`config.mk`:
```
export PLATFORM = sky130hd
export DESIGN_NAME = alu_decoder_md
export DESIGN_NICKNAME = d
export VERILOG_FILES = /design/src/rtl/alu_decoder_md.sv
export SDC_FILE = /design/constraint.sdc
export NUM_CORES = 1
export LEC_CHECK = 0
export CORE_UTILIZATION = 61
export DETAILED_ROUTE_END_ITERATION = 7
export PLACE_DENSITY = 0.82
export SYNTH_ARGS = -nofsm -noshare
export SYNTH_HDL_FRONTEND = slang
export SYNTH_SLANG_ARGS = --single-unit
```
`constraint.sdc`:
```
create_clock -name clk -period 3.7 [get_ports clk]
set_input_delay 0.555 -clock clk [delete_from_list [all_inputs] [get_ports clk]]
set_output_delay 0.555 -clock clk [all_outputs]
set_load 0.01 [all_outputs]
```
`src/rtl/alu_decoder_md.sv`:
```
`default_nettype none
// ============================================================================
//  Module      : alu_decoder_md
//  Description : MIPS ALU control decoder with an iterative shift-add
//                multiplier / restoring divider and the HI/LO register pair.
//                Stalls the datapath while a multiply/divide is in flight.
//  Revision    : 1.0 - initial release
// ============================================================================
module alu_decoder_md #(
    parameter int DATA_W = 32
) (
    input  logic              clk,
    input  logic              rst,
    input  logic              valid_in,
    input  logic [1:0]        aluop,
    input  logic [5:0]        funct,
    input  logic [DATA_W-1:0] srca,
    input  logic [DATA_W-1:0] srcb,
    output logic [2:0]        alucontrol,
    output logic              md_busy,
    output logic              stall,
    output logic [DATA_W-1:0] md_result,
    output logic              div_zero
);

    localparam int CNT_W = $clog2(DATA_W);
    localparam logic [CNT_W-1:0] c_cnt_last = CNT_W'(DATA_W - 1);

    localparam logic [1:0] c_st_idle = 2'd0;
    localparam logic [1:0] c_st_mul  = 2'd1;
    localparam logic [1:0] c_st_div  = 2'd2;
    localparam logic [1:0] c_st_fix  = 2'd3;

    localparam logic [5:0] c_fn_add   = 6'b100000;
    localparam logic [5:0] c_fn_sub   = 6'b100010;
    localparam logic [5:0] c_fn_and   = 6'b100100;
    localparam logic [5:0] c_fn_or    = 6'b100101;
    localparam logic [5:0] c_fn_slt   = 6'b101010;
    localparam logic [5:0] c_fn_mult  = 6'b011000;
    localparam logic [5:0] c_fn_multu = 6'b011001;
    localparam logic [5:0] c_fn_div   = 6'b011010;
    localparam logic [5:0] c_fn_divu  = 6'b011011;
    localparam logic [5:0] c_fn_mfhi  = 6'b010000;
    localparam logic [5:0] c_fn_mflo  = 6'b010010;

    logic [1:0]          r_state;
    logic [1:0]          w_state_nxt;
    logic [CNT_W-1:0]    r_cnt;
    logic [DATA_W-1:0]   r_hi;
    logic [DATA_W-1:0]   r_lo;
    logic [DATA_W-1:0]   r_acc_hi;
    logic [DATA_W-1:0]   r_acc_lo;
    logic [DATA_W-1:0]   r_m;
    logic [DATA_W-1:0]   r_dividend;
    logic                r_neg_a;
    logic                r_neg_b;
    logic                r_is_div;

    logic                w_rtype;
    logic                w_op_mult, w_op_multu, w_op_div, w_op_divu;
    logic                w_op_mfhi, w_op_mflo;
    logic                w_md_arith, w_md_move, w_is_divop, w_signed_op;
    logic                w_start;
    logic                w_neg_a, w_neg_b;
    logic [DATA_W-1:0]   w_mag_a, w_mag_b;
    logic [DATA_W:0]     w_mul_sum;
    logic [DATA_W:0]     w_div_shift;
    logic [DATA_W:0]     w_div_trial;
    logic                w_div_by_zero;
    logic [2*DATA_W-1:0] w_prod_raw;
    logic [2*DATA_W-1:0] w_prod_neg;
    logic [DATA_W-1:0]   w_fix_hi, w_fix_lo;

    // MD instructions only exist in the R-type (aluop = 10) space
    assign w_rtype     = (aluop == 2'b10);
    assign w_op_mult   = w_rtype && (funct == c_fn_mult);
    assign w_op_multu  = w_rtype && (funct == c_fn_multu);
    assign w_op_div    = w_rtype && (funct == c_fn_div);
    assign w_op_divu   = w_rtype && (funct == c_fn_divu);
    assign w_op_mfhi   = w_rtype && (funct == c_fn_mfhi);
    assign w_op_mflo   = w_rtype && (funct == c_fn_mflo);
    assign w_md_arith  = w_op_mult | w_op_multu | w_op_div | w_op_divu;
    assign w_md_move   = w_op_mfhi | w_op_mflo;
    assign w_is_divop  = w_op_div | w_op_divu;
    assign w_signed_op = w_op_mult | w_op_div;

    assign md_busy = (r_state != c_st_idle);
    assign stall   = valid_in && (w_md_arith || w_md_move) && md_busy;
    // Being in IDLE already implies no stall, so no extra stall term here
    assign w_start = valid_in && w_md_arith && (r_state == c_st_idle);

    // Signed operands are reduced to magnitudes; the signs come back in FIX
    assign w_neg_a = w_signed_op & srca[DATA_W-1];
    assign w_neg_b = w_signed_op & srcb[DATA_W-1];
    assign w_mag_a = w_neg_a ? (-srca) : srca;
    assign w_mag_b = w_neg_b ? (-srcb) : srcb;

    // One multiplier bit per cycle: add when the LSB of the multiplier is set
    assign w_mul_sum = r_acc_lo[0] ? ({1'b0, r_acc_hi} + {1'b0, r_m}) : {1'b0, r_acc_hi};

    // Restoring step: shift next dividend bit into the partial remainder
    assign w_div_shift = {r_acc_hi, r_acc_lo[DATA_W-1]};
    assign w_div_trial = w_div_shift - {1'b0, r_m};

    assign w_div_by_zero = (r_m == '0);
    assign w_prod_raw    = {r_acc_hi, r_acc_lo};
    assign w_prod_neg    = -w_prod_raw;

    // A zero divisor is flagged only as the operation completes, never under reset
    assign div_zero = (r_state == c_st_fix) && r_is_div && w_div_by_zero && !rst;

    // ALU control decode from op class and function field
    always_comb begin
        alucontrol = 3'b010;
        case (aluop)
            2'b01: alucontrol = 3'b110;
            2'b10: begin
                case (funct)
                    c_fn_add: alucontrol = 3'b010;
                    c_fn_sub: alucontrol = 3'b110;
                    c_fn_and: alucontrol = 3'b000;
                    c_fn_or:  alucontrol = 3'b001;
                    c_fn_slt: alucontrol = 3'b111;
                    default:  alucontrol = 3'b010;
                endcase
            end
            default: alucontrol = 3'b010;
        endcase
    end

    // HI/LO read port; a stalled move must not see stale values
    always_comb begin
        md_result = '0;
        if (!stall) begin
            if (w_op_mfhi) begin
                md_result = r_hi;
            end else if (w_op_mflo) begin
                md_result = r_lo;
            end
        end
    end

    // Sign correction and divide-by-zero override applied in the FIX cycle
    always_comb begin
        w_fix_hi = w_prod_raw[2*DATA_W-1:DATA_W];
        w_fix_lo = w_prod_raw[DATA_W-1:0];
        if (r_is_div) begin
            if (w_div_by_zero) begin
                w_fix_hi = r_dividend;
                w_fix_lo = '1;
            end else begin
                w_fix_lo = (r_neg_a ^ r_neg_b) ? (-r_acc_lo) : r_acc_lo;
                w_fix_hi = r_neg_a ? (-r_acc_hi) : r_acc_hi;
            end
        end else if (r_neg_a ^ r_neg_b) begin
            w_fix_hi = w_prod_neg[2*DATA_W-1:DATA_W];
            w_fix_lo = w_prod_neg[DATA_W-1:0];
        end
    end

    // Sequencer next-state: IDLE -> MUL/DIV -> FIX -> IDLE
    always_comb begin
        w_state_nxt = r_state;
        case (r_state)
            c_st_idle: begin
                if (w_start) begin
                    w_state_nxt = w_is_divop ? c_st_div : c_st_mul;
                end
            end
            c_st_mul, c_st_div: begin
                if (r_cnt == c_cnt_last) begin
                    w_state_nxt = c_st_fix;
                end
            end
            c_st_fix: w_state_nxt = c_st_idle;
            default:  w_state_nxt = c_st_idle;
        endcase
    end

    // Sequencer state register
    always_ff @(posedge clk) begin
        if (rst) begin
            r_state <= c_st_idle;
        end else begin
            r_state <= w_state_nxt;
        end
    end

    // Operand capture, iteration datapath and HI/LO write-back
    always_ff @(posedge clk) begin
        if (rst) begin
            r_cnt      <= '0;
            r_hi       <= '0;
            r_lo       <= '0;
            r_acc_hi   <= '0;
            r_acc_lo   <= '0;
            r_m        <= '0;
            r_dividend <= '0;
            r_neg_a    <= 1'b0;
            r_neg_b    <= 1'b0;
            r_is_div   <= 1'b0;
        end else begin
            case (r_state)
                c_st_idle: begin
                    if (w_start) begin
                        r_cnt      <= '0;
                        r_is_div   <= w_is_divop;
                        r_neg_a    <= w_neg_a;
                        r_neg_b    <= w_neg_b;
                        r_dividend <= srca;
                        r_acc_hi   <= '0;
                        if (w_is_divop) begin
                            r_m      <= w_mag_b;
                            r_acc_lo <= w_mag_a;
                        end else begin
                            r_m      <= w_mag_a;
                            r_acc_lo <= w_mag_b;
                        end
                    end
                end
                c_st_mul: begin
                    r_acc_hi <= w_mul_sum[DATA_W:1];
                    r_acc_lo <= {w_mul_sum[0], r_acc_lo[DATA_W-1:1]};
                    r_cnt    <= r_cnt + CNT_W'(1);
                end
                c_st_div: begin
                    if (!w_div_trial[DATA_W]) begin
                        r_acc_hi <= w_div_trial[DATA_W-1:0];
                        r_acc_lo <= {r_acc_lo[DATA_W-2:0], 1'b1};
                    end else begin
                        r_acc_hi <= w_div_shift[DATA_W-1:0];
                        r_acc_lo <= {r_acc_lo[DATA_W-2:0], 1'b0};
                    end
                    r_cnt <= r_cnt + CNT_W'(1);
                end
                c_st_fix: begin
                    r_hi <= w_fix_hi;
                    r_lo <= w_fix_lo;
                end
                default: begin
                    r_cnt <= '0;
                end
            endcase
        end
    end

endmodule
`default_nettype wire
```
After elaboration in Yosys (flattened, before gate mapping) --
Index checks and enable logic that the tools add are counted.
Storage, ports and cells: flip-flop bits (word level) 202, output and inout port bits 38
Cells by class: add/subtract/negate cells 8, equality and inequality tests 18, multiplexer cells 30, bitwise gates (word level) 9, reduce and logical (&&, ||, !) cells 25
Operators by type and width (number):
- 2-to-1 mux 32 bit | 18
- one-hot mux 32 bit (3 select lines) | 2
- negator 32 bit | 4
- negator 64 bit | 1
- equality test 6 x 5 -> 1 bit, second input constant | 6
- adder 32 x 32 -> 33 bit | 1
- 2-to-1 mux 33 bit | 1
- subtractor 33 x 32 -> 33 bit | 1
- zero test 32 bit | 1
- equality test 6 bit, second input constant | 4
- logical AND 1 bit | 13
- one-hot mux 3 bit (4 select lines) | 1
- one-hot mux 5 bit (2 select lines) | 1
- AND reduction 2 bit | 4
- equality test 2 bit, second input constant | 3
- 2-to-1 mux 2 bit | 3
- OR 1 bit | 6
- one-hot mux 2 bit (3 select lines) | 1
- one-hot mux 3 bit (2 select lines) | 1
- adder 5 x 1 -> 5 bit, second input constant | 1
- equality test 5 bit, second input constant | 1
- 2-to-1 mux 5 bit | 1
- equality test 2 x 1 -> 1 bit, second input constant | 2
- nonzero test 2 bit | 2
- 10 further kinds | 11

Depth between registers and ports, before layout --
Gate-level depths: netlist of run 1.
depth in word-level cells 9, mapped depth 14, gate-level depth less buffers 12

Worst setup path after synthesis of run 1 --
Ideal clock, no wire load.
path type register -> register, start point register r_acc_lo[31], end point register r_acc_hi[10], library setup time 0.117 ns, arrival 3.117 ns, setup slack 0.467 ns, cell stages (with the launch flop) 14, path buffers 1, path through dfxtp_1 clkbuf_1 inv_1 ha_1 fa_1 nand2b_1 a21o_1 a21oi_1 o21ai_0 o21ai_1 xor2_2 mux2_2 a22o_1 a22o_1
On the way: longest elaborated chain between the ends 3
Ends and longest elaborated chain:
- from (decl) | line 52 | logic [DATA_W-1:0] r_acc_lo;
- from (signal assigned) | line 214 | r_acc_lo <= w_mag_a;
- from (signal assigned) | line 217 | r_acc_lo <= w_mag_b;
- from (signal assigned) | line 223 | r_acc_lo <= {w_mul_sum[0], r_acc_lo[DATA_W-1:1]};
- subtractor 33 x 32 -> 33 bit | line 103 | assign w_div_trial = w_div_shift - {1'b0, r_m};
- 2-to-1 mux 32 bit | line 227 | if (!w_div_trial[DATA_W]) begin
- one-hot mux 32 bit (3 select lines) | line 203 | case (r_state)
- to (signal assigned) | line 222 | r_acc_hi <= w_mul_sum[DATA_W:1];
- to (signal assigned) | line 228 | r_acc_hi <= w_div_trial[DATA_W-1:0];
- to (signal assigned) | line 231 | r_acc_hi <= w_div_shift[DATA_W-1:0];
- to (decl) | line 51 | logic [DATA_W-1:0] r_acc_hi;
Every way passes these cells. A chain may end at the register's enable or synchronous reset.

Final worst setup path of run 1 --
start point register r_acc_hi[2], end point register r_acc_hi[29]
On the way: longest elaborated chain between the ends 3
Ends and longest elaborated chain (line):
- subtractor 33 x 32 -> 33 bit or adder 32 x 32 -> 33 bit (tied branches) | 103, 99
- 2-to-1 mux 32 bit or 2-to-1 mux 33 bit (tied branches) | 227, 99
- one-hot mux 32 bit (3 select lines) * | 203
Mark *: on every way between the ends. The rest lies on a longest branch, timed or not.

==> flow_summary.json, run 1 <==
{
  "hpwlAfterDp_mm": 51.8,
  "cts-buffers-inserted": 24,
  "dr.pass1.iters": 6,
  "drt_wl_total_mm": 68.0,
  "rows": 61,
  "critPathTopFamily": "compound AO/OA/AOI/OAI gates",
  "slowest_delay_ns": 0.61,
  "cts_tree": "built",
  "cts.htree.levels": 1,
  "synth.mux.area_fraction": 0.0284,
  "required_ns": 4.16,
  "ys.flop_type": "dfxtp_1",
  "start_kind": "flop",
  "netlist_instances": 2411,
  "cp_slowest_cell": "dfxtp_1",
  "critPathBufInv": 0,
  "dr.first_iter.drc_count": 2914,
  "yosysWarningCount": 0,
  "finalHoldViolCount": 0,
  "fmaxAchievable_mhz": 273,
  "area_delta_synth_final_pct": 16.4,
  "ys_ff_latch": 202,
  "grt_pass1_vias": 17900,
  "post-route-util": 0.722,
  "cts_resized": 0,
  "ys_async_sr_fraction": 0,
  "ys_seq_area_frac": 0.235,
  "synth_edf_count": 0,
  "remaining_drc_errors": 0,
  "synth_most_common_cell": "nand2_1",
  "fin_worst_skew_ns": 0.0253,
  "antennaDiodeCount": 0,
  "avgSynthCellArea_um2": 7.15,
  "track_usage": 0.457,
  "cts_setup_buffers": 0,
  "drv_slew": 0,
  "routed_via_density": 6.84,
  "clock_path_buffers": 3,
  "syn_nets": 2566,
  "clk_latency_ns": 0.55,
  "pin_count": 113,
  "status": "finished, final reports clean",
  "setup_viol": 0,
  "hold_class": "reg2reg",
  "synth_adder_area_share": 0.0590,
  "synth_area_um2": 17200,
  "antenna_found_initial": 1,
  "final_antenna_net_count": 0,
  "cp_num_cells": 10,
  "period_share": 0.990,
  "synth_compound_area_frac": 0.297,
  "final_layout_size_suffix_gt1_frac": 0.0936,
  "gp_congestion": 1.09,
  "min_path_cells": 2,
  "core_um2": 27800,
  "rr_worst_depth": 10,
  "cts_hold_buf": 0,
  "ir_drop_mv": 0.517,
  "root_buffer": "clkbuf_16",
  "start_util": 0.620,
  "slew-limit-headroom": 0.269,
  "synth_top_family_by_area": "compound AO/OA/AOI/OAI gates",
  "netlist_top_cells_area": "dfxtp_1, a21oi_1, nand2_1",
  "die_w_um": 170,
  "cap_viol_max_count": 0,
  "power_density_nw_per_um2": 424,
  "cpMostUsedCell": "a21oi_1",
  "yosys.area.top_type": "dfxtp_1",
  "cp.arrival_ns": 4.12,
  "layout_min_cycle_time_ns": 3.66,
  "synth.top_cell.area_share": 0.235,
  "p_total_mw": 8.50,
  "die_h_um": 170,
  "clk_pin_slew_ns": 0.06,
  "cts_sinks": 202,
  "dr_total_vias": 19800,
  "end_kind": "flop",
  "synthTopCellsByCount": "nand2_1, nor2_1, a21oi_1",
  "fin_nets": 2648,
  "tightest_slew_ns": 1.10,
  "power.leakage_nw": 8.03,
  "critPathMaxFanout": 11,
  "avgRoutedWirePerCell_um": 23.5,
  "grt_pass1_wl_mm": 102,
  "synthSimpleGateAreaFrac": 0.225,
  "die_area_um2": 28900,
  "path_class": "reg2reg",
  "crit_chain": "ha_1 > a21o_1 > a21oi_1 > o21ai_0 > a21oi_1 > o311a_1 > nor2_1 > a211oi_1 > mux2_2 > a31oi_1",
  "synth_xor_xnor_area_share": 0.0970,
  "synth_cell_types": 85,
  "grt_max_degree": 107,
  "port_buffers": 112,
  "grt-ovfl-total": 0
}
-- per-layer routing --
metal	vias up	track usage	part of all wire
met5	-	0	0.00018
met4	2	0.283	0.070
met3	243	0.0986	0.13
met2	1371	0.679	0.42
met1	9233	0.602	0.39
li1	8907	-	-
-- logic make-up (layout without fill, tap and decap cells) --
group | Yosys count | count (layout)
xor gates and xnor gates | 190 | 190
adders and majority gates | 80 | 80
AOI/OAI and AO/OA | 792 | 792
DFF | 202 | 202
buffers and inverters | 264 | 364
muxes | 48 | 48
and+or+nand+nor | 835 | 835
-- per-stage QoR --
stage                     TNS, ns  cell area, µm²  cells  setup WS, ns  hold slack (ns)
after floorplan                 0           17200   2411         0.467            0.436
final                           0           20100   2889        0.0381            0.462
after detailed placement        0           19200   2845         0.135            0.454
after global placement          0           19200   2845         0.169            0.449
after global routing      -0.0155           20100   2889       -0.0155            0.479
after CTS                       0           20000   2889         0.123            0.463
-- cells in the final DEF, fill, tap and decap left out, types with 7 or more instances in the layout --
cell             Yosys  routed
o21a_1              13      13
nor2_1             261     260
o221ai_1            12      12
clkdlybuf4s50_1      0     111
mux2_2               7       7
nand3_1             33      32
nor2b_1             12      12
a21oi_1            234     234
a22oi_1             57      57
xnor2_1             93      92
a211o_1              9       9
nand4_1             20      20
or4_1               17      17
clkbuf_16            0      24
or2_2                8       8
a31oi_1             27      26
inv_1               64      64
nand3b_1             8       8
ha_1                78      76
a22o_1              23      23
nor4_1              33      32
nand2b_1            19      19
buf_4                1     139
o21ai_0            134     134
nor3_1              58      58
a21o_1              39      39
o211ai_1            66      66
a31o_2               7       7
and3_1              11      10
or3_1               19      19
xor2_1              96      95
o31ai_1             18      18
o41ai_1             11      11
a211oi_1            44      43
dfxtp_1            202     200
o22ai_1             36      36
mux2i_1             41      41
and2_1               8       8
nand2_1            298     298
-- power breakdown --
part / total (mW) / switching, mW / internal (mW) / leakage [nW]
Clock: 2.50 / 1.04 / 1.46 / 0.400
Sequential: 2.66 / 0.297 / 2.37 / 1.63
Combinational: 3.34 / 2.23 / 1.11 / 6.00
-- worst min-delay path, delay by kind of cell, from the launching register on --
family / cells / cell delay, ns
compound gates: 1 / 0.05
flops: 1 / 0.31
simple gates: 1 / 0.05
-- final timing paths --
path | startpoint | endpoint | slack [ns]
hold / removal | r_dividend[1]$_SDFFE_PP0P_ | r_dividend[1]$_SDFFE_PP0P_ | 0.46
setup reg to reg | r_acc_hi[2]$_SDFFE_PP0P_ | r_acc_hi[29]$_SDFFE_PP0P_ | 0.04
setup / recovery | r_acc_hi[2]$_SDFFE_PP0P_ | r_acc_hi[29]$_SDFFE_PP0P_ | 0.04
hold reg to reg | r_dividend[1]$_SDFFE_PP0P_ | r_dividend[1]$_SDFFE_PP0P_ | 0.46
-- cell type report --
type                            count  area (µm²)
Multi-Input combinational cell   1945       12200
Clock inverter                     15         181
Clock buffer                       29         639
Inverter                           66         248
Tap cell                          378         473
Sequential cell                   202        4050
Fill cell                        2312        7730
Timing Repair Buffer              254        2230
-- state kept, by name, indices dropped and copies added, names as in the netlist, 2 cells and up --
name and cells:
r_lo 32, r_hi 32, r_m 32, r_acc_hi 32, r_cnt 5, r_dividend 32
r_state 2, r_acc_lo 32
Power figures use the tool's default switching activity.
==> run 2, diff against run 1 <==
--- a/config.mk
+++ b/config.mk
@@ -8,6 +8,7 @@
 export CORE_UTILIZATION = 61
 export DETAILED_ROUTE_END_ITERATION = 7
 export PLACE_DENSITY = 0.82
+export SLEW_MARGIN = 10
 export SYNTH_ARGS = -nofsm -noshare
 export SYNTH_HDL_FRONTEND = slang
 export SYNTH_SLANG_ARGS = --single-unit
==> results of run 2 <==
Final layout, timing and power as in run 1 (identical DEF).
